[config.mk]
export PLATFORM = sky130hd
export DESIGN_NAME = vga_hvsync_generator
export DESIGN_NICKNAME = d
export VERILOG_FILES = /design/src/rtl/vga_hvsync_generator.sv
export SDC_FILE = /design/constraint.sdc
export NUM_CORES = 1
export LEC_CHECK = 0
export BUFFER_PORTS_ARGS = -buffer_cell sky130_fd_sc_hd__buf_4
export CORE_MARGIN = 8
export CORE_UTILIZATION = 50
export DETAILED_ROUTE_END_ITERATION = 7
export GPL_ROUTABILITY_DRIVEN = 0
export PLACE_DENSITY = 0.71
export SETUP_SLACK_MARGIN = 0.02
export SYNTH_ARGS = -nofsm -noshare
export SYNTH_HDL_FRONTEND = slang
export SYNTH_SLANG_ARGS = --single-unit
export TNS_END_PERCENT = 20
[constraint.sdc]
create_clock -name clk -period 2.1 [get_ports clk]
set_input_delay 0.315 -clock clk [delete_from_list [all_inputs] [get_ports clk]]
set_output_delay 0.315 -clock clk [all_outputs]
set_load 0.05 [all_outputs]
[src/rtl/vga_hvsync_generator.sv]
// -----------------------------------------------------------------------------
// vga_hvsync_generator
//   Free-running VGA timing generator (640x480@60Hz by default). Emits the
//   current pixel coordinates, an active-video flag and active-low HSYNC/VSYNC
//   for the downstream pixel pipeline. One pixel per clk, no handshake.
//
// Ports
//   clk          in   1   pixel clock, rising edge
//   rst_n        in   1   synchronous active-low reset
//   hsync        out  1   horizontal sync, active low, registered
//   vsync        out  1   vertical sync, active low, registered
//   display_on   out  1   (hpos,vpos) is inside the visible area
//   hpos         out  10  current column, 0..H_TOTAL-1
//   vpos         out  10  current line, 0..V_TOTAL-1
//   frame_start  out  1   one-clk pulse at (0,0) after a frame wrap
//                         (present only when VGA_FRAME_PULSE_EN is defined)
//
// Optional feature macro: VGA_FRAME_PULSE_EN
// Both H_TOTAL and V_TOTAL must be <= 1024 (10-bit counters).
// -----------------------------------------------------------------------------
module vga_hvsync_generator #(
  parameter int unsigned H_DISPLAY = 640,
  parameter int unsigned H_FRONT   = 16,
  parameter int unsigned H_SYNC    = 96,
  parameter int unsigned H_BACK    = 48,
  parameter int unsigned V_DISPLAY = 480,
  parameter int unsigned V_BOTTOM  = 10,
  parameter int unsigned V_SYNC    = 2,
  parameter int unsigned V_TOP     = 33
) (
  input  logic       clk,
  input  logic       rst_n,
  output logic       hsync,
  output logic       vsync,
  output logic       display_on,
  output logic [9:0] hpos,
`ifdef VGA_FRAME_PULSE_EN
  output logic [9:0] vpos,
  output logic       frame_start
`else
  output logic [9:0] vpos
`endif
);

  localparam int unsigned H_TOTAL = H_DISPLAY + H_FRONT + H_SYNC + H_BACK;
  localparam int unsigned V_TOTAL = V_DISPLAY + V_BOTTOM + V_SYNC + V_TOP;

  localparam logic [9:0] H_MAX    = 10'(H_TOTAL - 1);
  localparam logic [9:0] V_MAX    = 10'(V_TOTAL - 1);
  localparam logic [9:0] H_VIS    = 10'(H_DISPLAY);
  localparam logic [9:0] V_VIS    = 10'(V_DISPLAY);
  localparam logic [9:0] HS_FIRST = 10'(H_DISPLAY + H_FRONT);
  localparam logic [9:0] HS_LAST  = 10'(H_DISPLAY + H_FRONT + H_SYNC - 1);
  localparam logic [9:0] VS_FIRST = 10'(V_DISPLAY + V_BOTTOM);
  localparam logic [9:0] VS_LAST  = 10'(V_DISPLAY + V_BOTTOM + V_SYNC - 1);

  logic [9:0] hpos_q, hpos_d;
  logic [9:0] vpos_q, vpos_d;
  logic       hsync_q, hsync_d;
  logic       vsync_q, vsync_d;
  logic       h_wrap;

  // Next-state counters; syncs are decoded from the next state so they move
  // on the same edge as the counters instead of lagging by one clk.
  always_comb begin
    h_wrap  = (hpos_q == H_MAX);
    hpos_d  = h_wrap ? 10'd0 : hpos_q + 10'd1;
    vpos_d  = vpos_q;
    if (h_wrap) vpos_d = (vpos_q == V_MAX) ? 10'd0 : vpos_q + 10'd1;
    hsync_d = !((hpos_d >= HS_FIRST) && (hpos_d <= HS_LAST));
    vsync_d = !((vpos_d >= VS_FIRST) && (vpos_d <= VS_LAST));
  end

  always_ff @(posedge clk) begin
    if (!rst_n) begin
      hpos_q  <= 10'd0;
      vpos_q  <= 10'd0;
      hsync_q <= 1'b1;
      vsync_q <= 1'b1;
    end else begin
      hpos_q  <= hpos_d;
      vpos_q  <= vpos_d;
      hsync_q <= hsync_d;
      vsync_q <= vsync_d;
    end
  end

`ifdef VGA_FRAME_PULSE_EN
  // High only when the counters land on (0,0) through a frame wrap, so the
  // (0,0) that directly follows reset does not pulse.
  logic frame_start_q, frame_start_d;

  always_comb frame_start_d = h_wrap && (vpos_q == V_MAX);

  always_ff @(posedge clk) begin
    if (!rst_n) frame_start_q <= 1'b0;
    else        frame_start_q <= frame_start_d;
  end

  assign frame_start = frame_start_q;
`endif

  assign hpos       = hpos_q;
  assign vpos       = vpos_q;
  assign hsync      = hsync_q;
  assign vsync      = vsync_q;
  assign display_on = (hpos_q < H_VIS) && (vpos_q < V_VIS);

endmodule

==> results of run 1 <==
## state kept, by name, indices dropped and copies added, names as in the netlist
| name | flops |
|---|---|
| hsync | 1 |
| hpos | 10 |
| vsync | 1 |
| vpos | 10 |
## area by class of cell
type,count,share of cell area
Multi-Input combinational cell,120,0.504
Clock inverter,1,0.0190
Sequential cell,22,0.282
Timing Repair Buffer,29,0.138
Clock buffer,3,0.0143
Tap cell,30,0.0238
Inverter,8,0.0190
## worst max-delay path, stage by stage (launching register included)
cell and delay (ns):
dfxtp_1 0.53, nand2_1 0.16, nor4bb_1 0.44, buf_4 0.23
a31oi_1 0.06, a32o_1 0.29, nand4_1 0.09
## routing by layer
| layer | track usage | vias to the layer above | share of wire |
|---|---|---|---|
| met3 | 0.0430 | 3 | 0.045 |
| met5 | 0 | - | 0 |
| li1 | - | 610 | - |
| met4 | 0.0287 | 0 | 0.0060 |
| met1 | 0.198 | 581 | 0.47 |
| met2 | 0.234 | 21 | 0.48 |
## where the power goes
group	internal (W)	switching (W)
combinational	0.0000134	0.0000292
clock	0.000193	0.000136
sequential	0.000423	0.00000723
total	0.000630	0.000172
## cell usage after synthesis, types with 4 or more instances
| master | n | area, um2 |
|---|---|---|
| a21oi_1 | 6 | 30.0 |
| dfxtp_1 | 22 | 440 |
| ha_1 | 4 | 50.1 |
| inv_1 | 8 | 30.0 |
| nand2_1 | 15 | 56.3 |
| nand3_1 | 5 | 25.0 |
| nand4_1 | 9 | 56.3 |
| nor2_1 | 16 | 60.1 |
| nor3_1 | 5 | 25.0 |
| o21ai_0 | 4 | 20.0 |
| xnor2_1 | 8 | 70.1 |
| xor2_1 | 4 | 35.0 |
## stage by stage
step | hold WS, ns | instances | instance area, um2 | util
after floorplan | 0.452 | 158 | 1330 | -
after global placement | 0.441 | 209 | 1530 | 0.610
after detailed placement | 0.459 | 209 | 1530 | 0.610
after CTS | 0.291 | 213 | 1580 | 0.631
after global routing | 0.305 | 213 | 1580 | 0.631
final | 0.304 | 213 | 1580 | 0.631
## worst min-delay path by stage
stage	start	end	slack [ns]	depth (start not counted)
after detailed placement	hpos[0]	hpos[0]	0.46	1
after CTS	rst_n	vpos[4]	0.29	2
final	rst_n	vpos[4]	0.30	2
after global placement	hpos[0]	hpos[0]	0.44	1
after floorplan	rst_n	hpos[8]	0.45	2
after global routing	rst_n	vpos[4]	0.30	2
## kinds of logic after synthesis
family / Yosys count / synth area share
xor gates and xnor gates: 12 / 0.0795
adders and majority gates: 4 / 0.0378
DFF: 22 / 0.333
and+or+nand+nor: 77 / 0.342
muxes: 1 / 0.00757
AOI/OAI and AO/OA: 26 / 0.135
buffers and inverters: 16 / 0.0653
==> results.toml, run 1 <==
[logic_synthesis]
ys_seq_area_frac = 0.333
ys_types = 47
avgSynthCellArea_um2 = 8.37
syn_area_um2 = 1320
ys_async_sr_fraction = 0
synth_seq_cells = 22
synth_nets = 164
netlist_instances = 158
yosysWarnings = 0
synth_edf_count = 0
ys.flop_type = "dfxtp_1"

[power]
power_w = 0.000802
vdd_drop_max_v = 0.000627
p_leak_nw = 0.606
powerDensity_nw_per_um2 = 508

[timing]
setup_ws_ns = 0.270
rsz0062_at_grt = "no"
finalCriticalPeriod_ns = 1.83
final_max_slew_viol_count = 0
min_period_over_period = 0.871
clock_skew_ns = 0.0147
slew_headroom = 0.712
setup_tns_ns = 0
hold_violations = 0
timing.fmax_mhz = 546
worst_slew_pin_slew_ns = 0.432
setup_viol = 0

[outcome]
outcome = "finished, final reports clean"

[cells_and_area]
multi_input_area_um2 = 796
syn2layout_area_growth_pct = 19.3
drive_above_1_share = 0.246
fillCellCount = 237
layout_commonest_cell = "buf_4"
nNetsFinal = 190
mostFrequentLayoutCells = "buf_4 (29), dfxtp_1 (19), nor2_1 (16), nand2_1 (15), nand4_1 (9)"
diodes = 0
regArea_um2 = 444

[clock_tree]
clkLatencyLatePin_ns = 0.33
cts.sinks = 22
cts_made_buffers = 3
htree_levels = 1
cts_tree = "built"
cts_resized = 0
clk_pin_slew_worst_paths_ns = 0.13
post_cts_buffers = 0
ctsHoldBuffers = 0
cts_buffer_depth = 2
cts_root_buf = "clkbuf_4"

[global_route]
gr-total-overflow = 0
grt_first_pass_wirelength_um = 5370
grt_max_degree = 15
antenna_found_initial = 0
grt_pass1_vias = 1165
grt_usage = 0.149

[worst_setup_path]
setup.worst_path.start = "vpos[2]"
reg2reg_depth = 6
startpoint_type = "flip-flop"
endpoint = "vsync"
worstPathRequired_ns = 2.38
critPathArrivalTime_ns = 2.11
end_kind = "flip-flop"
critPathMaxFanout = 11
r2r_start = "vpos[2]"
rrSetupSlack_ns = 0.27
path_class = "flip-flop to flip-flop"
reg2reg_to = "vsync"

[floorplanning]
num_rows = 18
die_w_um = 67.4
die_height_um = 67.4
io_pins = 25
die_area_um2 = 4550
initial_core_util = 0.529
core_um2 = 2500

[placed_design]
post-place-ws_ns = 0.297
hpwlAfterDp_um = 2400
io_buffers = 24

[detailed_routing]
drtPass1Iterations = 4
viasPerCell = 5.70
vias = 1215
drtIter0Drc = 44
drc = 0
wl_per_cell_um = 14.9
wl_um = 3180
ant_nets = 0

[worst_hold_path]
hp-class = "primary input to flip-flop"

[job]
drv_cap = 0
No activity file was read; power rests on OpenSTA's default activity.
==> run 2: changes to the inputs <==
--- a/config.mk
+++ b/config.mk
@@ -12,6 +12,7 @@
 export GPL_ROUTABILITY_DRIVEN = 0
 export PLACE_DENSITY = 0.71
 export SETUP_SLACK_MARGIN = 0.02
+export SKIP_CTS_REPAIR_TIMING = 1
 export SYNTH_ARGS = -nofsm -noshare
 export SYNTH_HDL_FRONTEND = slang
 export SYNTH_SLANG_ARGS = --single-unit
==> constraint.sdc (replaced) <==
create_clock -name clk -period 1.8 [get_ports clk]
set_input_delay 0.27 -clock clk [delete_from_list [all_inputs] [get_ports clk]]
set_output_delay 0.27 -clock clk [all_outputs]
set_load 0.05 [all_outputs]
==> run 2 against run 1 <==
Against the previous run:
- count of clock-buffer cells in the layout rose by 1
- critical path depth did not move
- sequential power rose by 16%
- cell count rose by 0.47%
- sequential share of layout area rose by 0.90 points
- utilization rose by 2.0 points
- setup slack got worse by 0.18 ns
- flip-flop and latch count did not move
- largest power group unchanged
- global-route usage fell by 0.80 points
- fmax rose by 6.9%
- via count rose by 1.3%
==> results.toml, run 2 (synthesized netlist as in run 1, its figures left out) <==
[clock_tree]
cts_tree = "built"
cts.sinks = 22
htree_levels = 1
cts_made_buffers = 3
clk_pin_slew_worst_paths_ns = 0.14
cts_root_buf = "clkbuf_4"
cts_buffer_depth = 2
clkLatencyLatePin_ns = 0.32

[floorplanning]
die_w_um = 67.4
core_um2 = 2500
die_height_um = 67.4
io_pins = 25
initial_core_util = 0.529
num_rows = 18
die_area_um2 = 4550

[power]
powerDensity_nw_per_um2 = 544
power_w = 0.000885
vdd_drop_max_v = 0.000459
p_leak_nw = 0.616

[cells_and_area]
nNetsFinal = 191
design_area_um2 = 1630
diodes = 0
syn2layout_area_growth_pct = 23.1
drive_above_1_share = 0.342
fillCellCount = 207
layout_commonest_cell = "buf_4"
multi_input_area_um2 = 815
mostFrequentLayoutCells = "buf_4 (30), nor2_1 (16), nand2_1 (15), dfxtp_2 (14), nand4_1 (9)"
regArea_um2 = 473
post-route-util = 0.651

[detailed_routing]
wl_met1_um = 1350
drtPass1Iterations = 4
wl_met3_um = 158
viasPerCell = 5.75
drtIter0Drc = 79
vias = 1231
ant_nets = 0
drc = 0
wl_um = 3110
top_layer = "met4"
wl_met2_um = 1580
wl_per_cell_um = 14.5

[global_route]
grt_usage = 0.141
grt_pass1_vias = 1200
antenna_found_initial = 0
gr-total-overflow = 0
grt_first_pass_wirelength_um = 5170
grt_max_degree = 15

[timing]
rsz0062_at_grt = "yes"
worst_slew_pin_slew_ns = 0.298
finalCriticalPeriod_ns = 1.71
min_period_over_period = 0.951
slew_headroom = 0.799
setup_viol = 0
clock_skew_ns = 0.0157
timing.fmax_mhz = 584
setup_ws_ns = 0.0876
final_max_slew_viol_count = 0
hold_violations = 0

[worst_setup_path]
worstPathRequired_ns = 2.01
crit_family = "simple AND/OR/NAND/NOR gates"
crit_chain = "ha_4 -> and4_4 -> nand4_1 -> xor2_1 -> nor4b_2 -> nand4_1"
slowest_delay_ns = 0.40
critPathMaxFanout = 7
critPathSlowestCell = "dfxtp_4"
cpMostUsedCell = "nand4_1"
path_class = "flip-flop to flip-flop"
critPathArrivalTime_ns = 1.92
end_kind = "flip-flop"
critPathBufInv = 0
startpoint_type = "flip-flop"

[job]
drv_cap = 0

[worst_hold_path]
hp-class = "primary input to flip-flop"

[placed_design]
post-place-ws_ns = 0.0651
hpwlAfterDp_um = 2350
io_buffers = 24
place_area_um2 = 1560

[outcome]
outcome = "finished, final reports clean"
## run 2: layout make-up
cell class,count,share of cell area
flip-flops and latches,22,0.291
repair buffers,30,0.138
well taps,30,0.0231
clock buffers,4,0.0292
multi-input cells,120,0.500
inverters,8,0.0184
## run 2: worst register-to-register path: stages (launching register included)
cell and delay (ns):
dfxtp_4 0.40, ha_4 0.15, and4_4 0.27, nand4_1 0.19, xor2_1 0.21, nor4b_2 0.26
nand4_1 0.13
## run 2: metal layers
metal | GRT usage | up-vias
met5 | 0 | -
met4 | 0.0470 | 0
met3 | 0.0315 | 6
met2 | 0.249 | 41
met1 | 0.164 | 568
li1 | - | 616
## run 2: worst paths after layout
kind,end,slack [ns],from,cells after the start
worst max-delay path,vsync,0.09,hpos[1],6
worst min-delay path,vpos[0],0.26,rst_n,2
worst max register to register,vsync,0.09,hpos[1],6
worst min register to register,hpos[0],0.48,hpos[0],1
## run 2: where the power goes
| group | internal (W) | switching, W | leakage (nW) |
|---|---|---|---|
| combinational | 0.0000168 | 0.0000351 | 0.402 |
| clock | 0.000170 | 0.000163 | 0.0261 |
| sequential | 0.000490 | 0.0000106 | 0.188 |
| total | 0.000676 | 0.000209 | 0.616 |
## run 2: through the flow
step	setup TNS (ns)	instances	hold slack (ns)
detailed placement	0	208	0.464
floorplan	0	158	0.400
finish	0	214	0.259
global route	-0.0388	214	0.252
CTS	0	212	0.251
global placement	0	208	0.447
